==> config.mk <==
export PLATFORM = sky130hd
export DESIGN_NAME = sisc_fetch_unit
export DESIGN_NICKNAME = d
export VERILOG_FILES = /design/src/rtl/sisc_fetch_unit.sv
export SDC_FILE = /design/constraint.sdc
export NUM_CORES = 1
export LEC_CHECK = 0
export CAP_MARGIN = 10
export CORE_MARGIN = 4
export CORE_UTILIZATION = 46
export DETAILED_ROUTE_END_ITERATION = 7
export DONT_BUFFER_PORTS = 1
export PLACE_DENSITY = 0.7
export SLEW_MARGIN = 20
export SYNTH_ARGS = -nofsm -noshare
export SYNTH_HDL_FRONTEND = slang
export SYNTH_SLANG_ARGS = --single-unit
==> constraint.sdc <==
create_clock -name clk -period 5.8 [get_ports clk]
set_clock_uncertainty 0.2 [all_clocks]
set_input_delay 0.58 -clock clk [delete_from_list [all_inputs] [get_ports clk]]
set_output_delay 0.58 -clock clk [all_outputs]
set_load 0.005 [all_outputs]
==> src/rtl/sisc_fetch_unit.sv <==
// sisc_fetch_unit: fetch end of the SISC control interface.
// Owns the program counter and instruction register. It performs ctrl's
// ir_load / pc_write / pc_sel / br_sel / pc_rst commands against a
// req/ack instruction memory. A fetch that waits too long for an ack
// latches a sticky timeout fault, and only pc_rst or rst clears it.
module sisc_fetch_unit #(
    parameter int                ADDR_W  = 16,
    parameter int                INSTR_W = 32,
    parameter logic [ADDR_W-1:0] RST_PC  = '0,
    parameter int                TIMEOUT = 15
) (
    input  logic               clk,
    input  logic               rst,
    input  logic               ir_load,
    input  logic               pc_write,
    input  logic               pc_sel,
    input  logic               br_sel,
    input  logic               pc_rst,
    output logic               mem_req,
    output logic [ADDR_W-1:0]  mem_addr,
    input  logic               mem_ack,
    input  logic [INSTR_W-1:0] mem_rdata,
    output logic [INSTR_W-1:0] ir,
    output logic [3:0]         opcode,
    output logic [3:0]         mm,
    output logic [ADDR_W-1:0]  pc,
    output logic               fetch_busy,
    output logic               fetch_done,
    output logic               fetch_err
);

    localparam int CNT_W = $clog2(TIMEOUT + 1);
    localparam logic [CNT_W-1:0] CNT_LAST = CNT_W'(TIMEOUT - 1);

    typedef enum logic [1:0] {
        ST_IDLE = 2'd0,
        ST_REQ  = 2'd1,
        ST_ERR  = 2'd2
    } state_t;

    state_t             state_q, state_d;
    logic [ADDR_W-1:0]  pc_q, pc_d;
    logic [INSTR_W-1:0] ir_q, ir_d;
    logic               mem_req_q, mem_req_d;
    logic [ADDR_W-1:0]  mem_addr_q, mem_addr_d;
    logic [CNT_W-1:0]   cnt_q, cnt_d;
    logic               fetch_done_q, fetch_done_d;
    logic               fetch_err_q, fetch_err_d;
    logic [ADDR_W-1:0]  next_pc;

    // Next-PC select. Sequential: pc+1. Absolute: IR[15:0] zero-extended or
    // truncated to ADDR_W. Relative: pc plus sign-extended IR[15:0]. All
    // results wrap modulo 2^ADDR_W.
    function automatic logic [ADDR_W-1:0] calc_next_pc(
        input logic [ADDR_W-1:0] cur_pc,
        input logic [15:0]       imm,
        input logic              sel,
        input logic              br
    );
        logic signed [15:0]       imm_s;
        logic signed [ADDR_W-1:0] rel_off;
        logic [ADDR_W-1:0]        result;
        imm_s   = $signed(imm);
        rel_off = ADDR_W'(imm_s);
        if (!sel) begin
            result = cur_pc + ADDR_W'(1);
        end else if (!br) begin
            result = ADDR_W'(imm);
        end else begin
            result = cur_pc + $unsigned(rel_off);
        end
        return result;
    endfunction

    // Next PC always comes from the current pc and the current (old) ir.
    always_comb begin
        next_pc = calc_next_pc(pc_q, ir_q[15:0], pc_sel, br_sel);
    end

    // FSM next-state, fetch datapath and PC update. pc_rst takes priority
    // over everything else.
    always_comb begin
        state_d      = state_q;
        pc_d         = pc_q;
        ir_d         = ir_q;
        mem_req_d    = mem_req_q;
        mem_addr_d   = mem_addr_q;
        cnt_d        = cnt_q;
        fetch_done_d = 1'b0;
        fetch_err_d  = fetch_err_q;

        // pc_write works in any state. A fetch already in flight keeps the
        // address it latched.
        if (pc_write) begin
            pc_d = next_pc;
        end

        unique case (state_q)
            ST_IDLE: begin
                mem_req_d = 1'b0;
                if (ir_load) begin
                    state_d    = ST_REQ;
                    mem_addr_d = pc_q;
                    mem_req_d  = 1'b1;
                    cnt_d      = '0;
                end
            end
            ST_REQ: begin
                if (mem_ack) begin
                    ir_d         = mem_rdata;
                    fetch_done_d = 1'b1;
                    mem_req_d    = 1'b0;
                    state_d      = ST_IDLE;
                end else if (cnt_q == CNT_LAST) begin
                    state_d     = ST_ERR;
                    mem_req_d   = 1'b0;
                    fetch_err_d = 1'b1;
                end else begin
                    cnt_d = cnt_q + CNT_W'(1);
                end
            end
            ST_ERR: begin
                // Parked until pc_rst. Loads and stray acks are ignored.
                mem_req_d = 1'b0;
            end
            default: begin
                state_d   = ST_IDLE;
                mem_req_d = 1'b0;
            end
        endcase

        // A restart aborts any fetch and clears the fault. ir keeps its value.
        if (pc_rst) begin
            pc_d         = RST_PC;
            state_d      = ST_IDLE;
            ir_d         = ir_q;
            mem_req_d    = 1'b0;
            cnt_d        = '0;
            fetch_done_d = 1'b0;
            fetch_err_d  = 1'b0;
        end
    end

    // State and output registers with asynchronous reset.
    always_ff @(posedge clk or posedge rst) begin
        if (rst) begin
            state_q      <= ST_IDLE;
            pc_q         <= RST_PC;
            ir_q         <= '0;
            mem_req_q    <= 1'b0;
            mem_addr_q   <= '0;
            cnt_q        <= '0;
            fetch_done_q <= 1'b0;
            fetch_err_q  <= 1'b0;
        end else begin
            state_q      <= state_d;
            pc_q         <= pc_d;
            ir_q         <= ir_d;
            mem_req_q    <= mem_req_d;
            mem_addr_q   <= mem_addr_d;
            cnt_q        <= cnt_d;
            fetch_done_q <= fetch_done_d;
            fetch_err_q  <= fetch_err_d;
        end
    end

    assign mem_req    = mem_req_q;
    assign mem_addr   = mem_addr_q;
    assign ir         = ir_q;
    assign opcode     = ir_q[31:28];
    assign mm         = ir_q[27:24];
    assign pc         = pc_q;
    assign fetch_busy = (state_q == ST_REQ);
    assign fetch_done = fetch_done_q;
    assign fetch_err  = fetch_err_q;

endmodule
==> results.sh, run 1 <==
export IMPL_status="completed"
export IMPL_root_buffer="clkbuf_8"
export IMPL_worstHoldPathType="input port to flip-flop"
export IMPL_grtUsageTotal_pct=19.44
export IMPL_netlist_area_um2=4293
export IMPL_grt_pass1_vias=3221
export IMPL_cts_buffers=9
export IMPL_dp_hpwl_mm=7.371
export IMPL_ant_nets=0
export IMPL_min_path_cells=1
export IMPL_fillCellCount=787
export IMPL_synth_area_per_cell_um2=10.25
export IMPL_tritoncts="done"
export IMPL_core_area_um2=8891
export IMPL_layout_min_cycle_time_ps=2903
export IMPL_setup_violations=0
export IMPL_worst_pin_slew_ps=1010
export IMPL_ir_drop_uv=116.8
export IMPL_stdcell_count=519
export IMPL_end_kind="flip-flop"
export IMPL_vias_per_cell=6.266
export IMPL_clk_path_buf_depth=2
export IMPL_synth_area_top_cells="dfrtp_1 43%, mux2_2 12%, ha_1 5.2%"
export IMPL_path_clk_slew_ps=80
export IMPL_io_buffers=0
export IMPL_hold_viol_final=0
export IMPL_drt_initial_drc_count=173
export IMPL_p_leak_nw=1.950
export IMPL_drtPass1Iterations=4
export IMPL_yosysTopAreaCellShare_pct=42.55
export IMPL_wirelength_mm=10.45
export IMPL_worst_path_max_fanout=8
export IMPL_grt_overflow=0
export IMPL_grt_pass1_wl_mm=17.13
export IMPL_row_count=34
export IMPL_cp_start_kind="flip-flop"
export IMPL_final_max_slew_viol_count=0
export IMPL_htree_levels=3
export IMPL_clock_latency_ps=350
export IMPL_ctsResizeCount=0
export IMPL_crit_arrival_ps=2940
export IMPL_ys_warn_count=0
export IMPL_setup_worst_path_start="pc[0]$_DFFE_PP0P_"
export IMPL_setup_tns_final_ps=0
export IMPL_via_count=3252
export IMPL_rsz0062_at_grt="false"
export IMPL_clock_sinks=73
export IMPL_required_ps=5830
export IMPL_seq_area_frac_synth_pct=42.55
export IMPL_synth_area_leader_cell="dfrtp_1"
export IMPL_die_x_um=104.6
export IMPL_r2r_cells=9
export IMPL_pwr_density_cell_nw_per_um2=333.7
export IMPL_min_delay_start="pc_rst"
export IMPL_dpl_cell_count=503
export IMPL_pin_count=116
export IMPL_synth_edf_count=0
export IMPL_synthTopCellsByCount="73 x dfrtp_1, 46 x mux2_2, 35 x nor2_1, 31 x a21oi_1, 25 x nand2_1"
export IMPL_drive_gt1_share_pct=18.73
export IMPL_grt_start_max_net_pins=74
export IMPL_route_detailed_drc=0
export IMPL_ys_ff_latch=73
export IMPL_relSlewSlack_pct=32.48
export IMPL_routedWlPerCell_um=20.14
export IMPL_fp_dieH_um=104.6
export IMPL_synthFlopType="dfrtp_1"
export IMPL_fmax_ghz=0.3445
export IMPL_cap_violations=0
export IMPL_antenna_cells=0
export IMPL_grt_antenna_before_repair=0
export IMPL_synthDistinctLibCells=66
export IMPL_yosysMostFrequentCell="dfrtp_1"
export IMPL_synth_cells=419
export IMPL_critPathKind="flip-flop to flip-flop"
export IMPL_postCtsSetupBuffers=0
export IMPL_async_flop_share_pct=100.0
export IMPL_cts_hold_buf=0
export IMPL_fin_crit_sh_pct=50.05
export IMPL_r2r_start="pc[0]$_DFFE_PP0P_"
export IMPL_dieArea_um2=10940
export IMPL_gp_congestion=0.8466
export IMPL_final_nets=465
export IMPL_synth_nets=478
export IMPL_syn_to_final_growth_pct=6.179
export IMPL_initial_core_util_pct=48.28
==> worst paths after layout <==
| path | to | slack, ps |
|---|---|---|
| min reg2reg | cnt_q[2]$_DFFE_PP0P_ | 320 |
| max reg2reg | pc[14]$_DFFE_PP0P_ | 2900 |
| min | state_q[0]$_DFFE_PP0P_ | 90 |
| min in group asynchronous | ir[20]$_DFFE_PP0P_ | 190 |
| max in group asynchronous | pc[14]$_DFFE_PP0P_ | 4590 |
| max | pc[14]$_DFFE_PP0P_ | 2900 |
==> cells in the final DEF, fill, tap and decap left out, drive strengths merged, types with 3 or more instances in the layout <==
cell type / instances
nor2b: 5
o22ai: 3
o31ai: 4
nor4: 4
a221oi: 3
nand2b: 5
and3: 4
dfrtp: 73
clkbuf: 10
a31oi: 3
inv: 11
a21oi: 31
xnor2: 8
o21ai: 23
nor3: 8
ha: 18
nor3b: 4
nand4: 3
nor2: 36
a21o: 7
a211oi: 8
bufinv: 3
nand3: 8
o211ai: 3
nand2: 25
a21boi: 3
mux2i: 5
clkinv: 5
mux2: 49
a2111oi: 7
o21bai: 3
==> state kept, by name, indices dropped and copies added (netlist names) <==
register    count
pc             16
mem_addr       16
mem_req         1
fetch_err       1
cnt_q           4
ir             32
state_q         2
fetch_done      1
==> worst max-delay path: stages (launching register included) <==
cell	delay [ps]
dfrtp_1	510
ha_1	260
inv_1	60
fa_1	410
nand2b_1	220
a2111oi_4	370
o21ai_2	130
a31oi_2	190
xnor2_1	90
a2111oi_2	350
==> cell families after synthesis <==
family | share of synthesized area (%)
fa+ha+maj | 5.713
mux | 14.02
compound gates | 17.84
flops | 42.55
xor+xnor | 2.040
simple gates | 13.44
buf+inv | 4.401
==> area by class of cell <==
class,instances,area (um^2),share of cell area [%]
clock inverters,6,116.4,2.553
inverters,13,50.05,1.098
clock buffers,10,127.6,2.800
flip-flops and latches,73,1827,40.08
multi-input cells,307,2287,50.18
well taps,108,135.1,2.965
repair buffers,2,15.01,0.3294
==> power breakdown <==
part | internal (mW) | total, mW | leakage (nW) | switching (mW)
clock network | 0.288 | 0.487 | 0.121 | 0.199
registers | 0.591 | 0.702 | 0.937 | 0.111
logic | 0.161 | 0.332 | 0.893 | 0.171
==> through the flow <==
stage / setup WS, ps / instance area (um^2) / hold slack [ps] / power [mW] / utilization [%]
after floorplan: 3167 / 4293 / 264.9 / 0.9809 / -
after global placement: 3033 / 4314 / 291.6 / 1.033 / 48.52
after detailed placement: 2935 / 4314 / 304.8 / 1.045 / 48.52
after CTS: 2892 / 4558 / 69.45 / 1.537 / 51.27
after global routing: 2716 / 4558 / 54.72 / 1.620 / 51.27
final: 2897 / 4558 / 87.47 / 1.521 / 51.27
==> metal layers <==
layer  vias to the layer above  global-route usage [%]  wire, um
met4                         0                   7.404       175
met1                      1584                   25.34      4527
met5                         -                       0         0
met2                       147                   30.30      4917
met3                        15                   6.289       831
li1                       1506                       -         -
No activity file was read; power rests on OpenSTA's default activity.
==> run 2: changes to the inputs <==
- ABC_AREA: unset -> 1
- PLACE_DENSITY: 0.7 -> 0.72
- clock period: 5.8 -> 2.5 ns (I/O delays scaled with it)
==> results.sh, run 2 <==
export IMPL_status="completed"
export IMPL_syn_to_final_growth_pct=15.89
export IMPL_grt_pass1_vias=4078
export IMPL_crit_arrival_ps=2230
export IMPL_wirelength_mm=11.71
export IMPL_min_delay_start="br_sel"
export IMPL_wl_met1_mm=5.271
export IMPL_yosysTopAreaCellShare_pct=41.20
export IMPL_worst_path_dominant_cell_family="simple AND/OR/NAND/NOR gates"
export IMPL_setup_violations=0
export IMPL_row_count=35
export IMPL_regToRegEndpoint="pc[8]$_DFFE_PP0P_"
export IMPL_worst_pin_slew_ps=894.7
export IMPL_synthTopCellsByCount="254 x nand2_1, 73 x dfrtp_1, 73 x inv_1, 39 x nand3_1, 38 x o21ai_0"
export IMPL_ys_warn_count=0
export IMPL_clock_latency_ps=350
export IMPL_wl_met3_um=902
export IMPL_ant_nets=0
export IMPL_core_area_um2=9328
export IMPL_crit_chain="ha_1 -> inv_1 -> fa_1 -> inv_1 -> nand3_1 -> nand3_1 -> nand2_1 -> nand3_1 -> nand2_1 -> nand3_1 -> nand2_1 -> nand3_1 -> nand2_1"
export IMPL_seq_area_frac_synth_pct=41.20
export IMPL_grt_pass1_wl_mm=19.87
export IMPL_cp_num_buf_inv=2
export IMPL_drive_gt1_share_pct=6.886
export IMPL_r2r_cells=13
export IMPL_required_ps=2540
export IMPL_drt_initial_drc_count=247
export IMPL_path_clk_slew_ps=80
export IMPL_htree_levels=3
export IMPL_critPathKind="flip-flop to flip-flop"
export IMPL_root_buffer="clkbuf_8"
export IMPL_die_x_um=106.2
export IMPL_hold_path_end="pc[0]$_DFFE_PP0P_"
export IMPL_final_nets=722
export IMPL_r2r_setup_slack_ps=310
export IMPL_r2r_start="ir[0]$_DFFE_PP0P_"
export IMPL_dr_wl_met2_mm=5.261
export IMPL_grt_start_max_net_pins=47
export IMPL_grt_overflow=0
export IMPL_route_detailed_drc=0
export IMPL_clock_sinks=73
export IMPL_cpMostUsedCell="nand3_1"
export IMPL_hold_viol_final=0
export IMPL_ctsResizeCount=0
export IMPL_synth_area_top_cells="dfrtp_1 41%, nand2_1 22%, inv_1 6.2%"
export IMPL_fmax_ghz=0.4573
export IMPL_slowest_stage="dfrtp_1"
export IMPL_synth_area_per_cell_um2=7.095
export IMPL_synthFlopType="dfrtp_1"
export IMPL_tritoncts="done"
export IMPL_relSlewSlack_pct=40.29
export IMPL_pwr_density_cell_nw_per_um2=684.2
export IMPL_min_path_cells=4
export IMPL_dieArea_um2=11270
export IMPL_synth_edf_count=0
export IMPL_synth_cells=625
export IMPL_gp_congestion=0.9212
export IMPL_worstHoldPathType="input port to flip-flop"
export IMPL_fillCellCount=879
export IMPL_top_layer="met4"
export IMPL_setup_tns_final_ps=0
export IMPL_end_kind="flip-flop"
export IMPL_grt_antenna_before_repair=0
export IMPL_yosysMostFrequentCell="nand2_1"
export IMPL_cap_violations=0
export IMPL_routedWlPerCell_um=14.69
export IMPL_final_cell_mix="254 x nand2_1, 73 x dfrtp_1, 72 x inv_1, 39 x nand3_1"
export IMPL_async_flop_share_pct=100.0
export IMPL_p_leak_nw=2.686
export IMPL_clk_path_buf_depth=2
export IMPL_report_power_total_mw=3.516
export IMPL_largest_register_ffs=32
export IMPL_worst_path_max_fanout=4
export IMPL_pin_count=116
export IMPL_netlist_area_um2=4434
export IMPL_initial_core_util_pct=47.54
export IMPL_drtPass1Iterations=5
export IMPL_multi_input_area_um2=2191
export IMPL_critPathMaxStageDelay_ps=430
export IMPL_cts_buffers=9
export IMPL_rsz0062_at_grt="false"
export IMPL_antenna_cells=0
export IMPL_fp_dieH_um=106.2
export IMPL_fin_crit_sh_pct=87.46
export IMPL_ys_ff_latch=73
export IMPL_io_buffers=0
export IMPL_ir_drop_uv=324.0
export IMPL_synthDistinctLibCells=34
export IMPL_final_max_slew_viol_count=0
export IMPL_dp_hpwl_mm=8.616
export IMPL_cp_start_kind="flip-flop"
export IMPL_layout_min_cycle_time_ps=2187
export IMPL_vias_per_cell=5.218
export IMPL_via_count=4159
export IMPL_layout_commonest_cell="nand2_1"
export IMPL_seq_area_um2=1827
export IMPL_grtUsageTotal_pct=21.78
export IMPL_synth_area_leader_cell="dfrtp_1"
export IMPL_synth_nets=684
-- run 2: cell types whose count changed after synthesis, sizes merged, moves of 17 or more --
cell / before / now
nand3: 8 / 40
o21ai: 23 / 40
mux2: 49 / 1
nand2: 25 / 257
inv: 12 / 75
-- run 2: per-layer routing --
| metal | GRT usage [%] | up-vias |
|---|---|---|
| met1 | 29.52 | 1916 |
| met2 | 33.85 | 167 |
| met5 | 0 | - |
| li1 | - | 2051 |
| met3 | 4.068 | 25 |
| met4 | 9.806 | 0 |
-- run 2: area by class of cell --
class                      instances  share of cell area (%)
multi-input combinational        454                   42.63
sequential                        73                   35.55
timing repair buffer              50                   9.399
inverter                          75                   5.478
tap                              129                   3.141
clock buffer                       9                   2.411
clock inverter                     7                   1.388
-- run 2: where the power goes --
group | total (mW) | internal [mW] | switching, mW
combinational | 0.955 | 0.379 | 0.577
clock | 0.918 | 0.458 | 0.460
sequential | 1.64 | 1.38 | 0.265
-- run 2: worst max-delay path by stage --
stage,startpoint,end,depth (start not counted)
floorplan,rst,cnt_q[0]$_DFFE_PP0P_,1
global placement,ir[0]$_DFFE_PP0P_,pc[12]$_DFFE_PP0P_,13
detailed placement,ir[0]$_DFFE_PP0P_,pc[8]$_DFFE_PP0P_,13
CTS,ir[0]$_DFFE_PP0P_,pc[8]$_DFFE_PP0P_,13
global route,ir[0]$_DFFE_PP0P_,pc[12]$_DFFE_PP0P_,13
finish,ir[0]$_DFFE_PP0P_,pc[8]$_DFFE_PP0P_,13
-- run 2: repair_timing --
| action | 4_1_cts | 5_1_grt |
|---|---|---|
| buffers inserted | 0 | 0 |
| hold buffers | 38 | 0 |
| endpoints found under the hold margin | 78 | 0 |
| endpoints found under the setup margin | 0 | 0 |
-- run 2: through the flow --
step           setup slack (ps)  area, um^2  util (%)  hold WS (ps)  instances
2_1_floorplan             196.7        4434         -         161.7        625
3_3_place_gp              395.8        4563     48.92         22.97        743
3_5_place_dp              340.9        4563     48.92         33.28        743
4_1_cts                   301.3        5139     55.09         6.794        797
5_1_grt                   110.3        5139     55.09         39.34        797
6_report                  313.5        5139     55.09         31.62        797
-- run 2: kinds of logic (layout without fill, tap and decap cells) --
kind of cell,after synthesis,count (layout),synth area share [%]
simple gates,346,346,32.48
fa+ha+maj,19,19,5.531
compound gates,78,78,9.170
mux,1,1,0.2539
buf+inv,98,141,9.396
flops,73,73,41.20
xor+xnor,10,10,1.975
-- run 2: worst reg2reg max path, cell delays in order (launching register included) --
cell     delay, ps
dfrtp_1        430
ha_1           230
inv_1           70
fa_1           390
inv_1           90
nand3_1         70
nand3_1        140
nand2_1        100
nand3_1         80
nand2_1         60
nand3_1         60
nand2_1         60
nand3_1         60
nand2_1         50
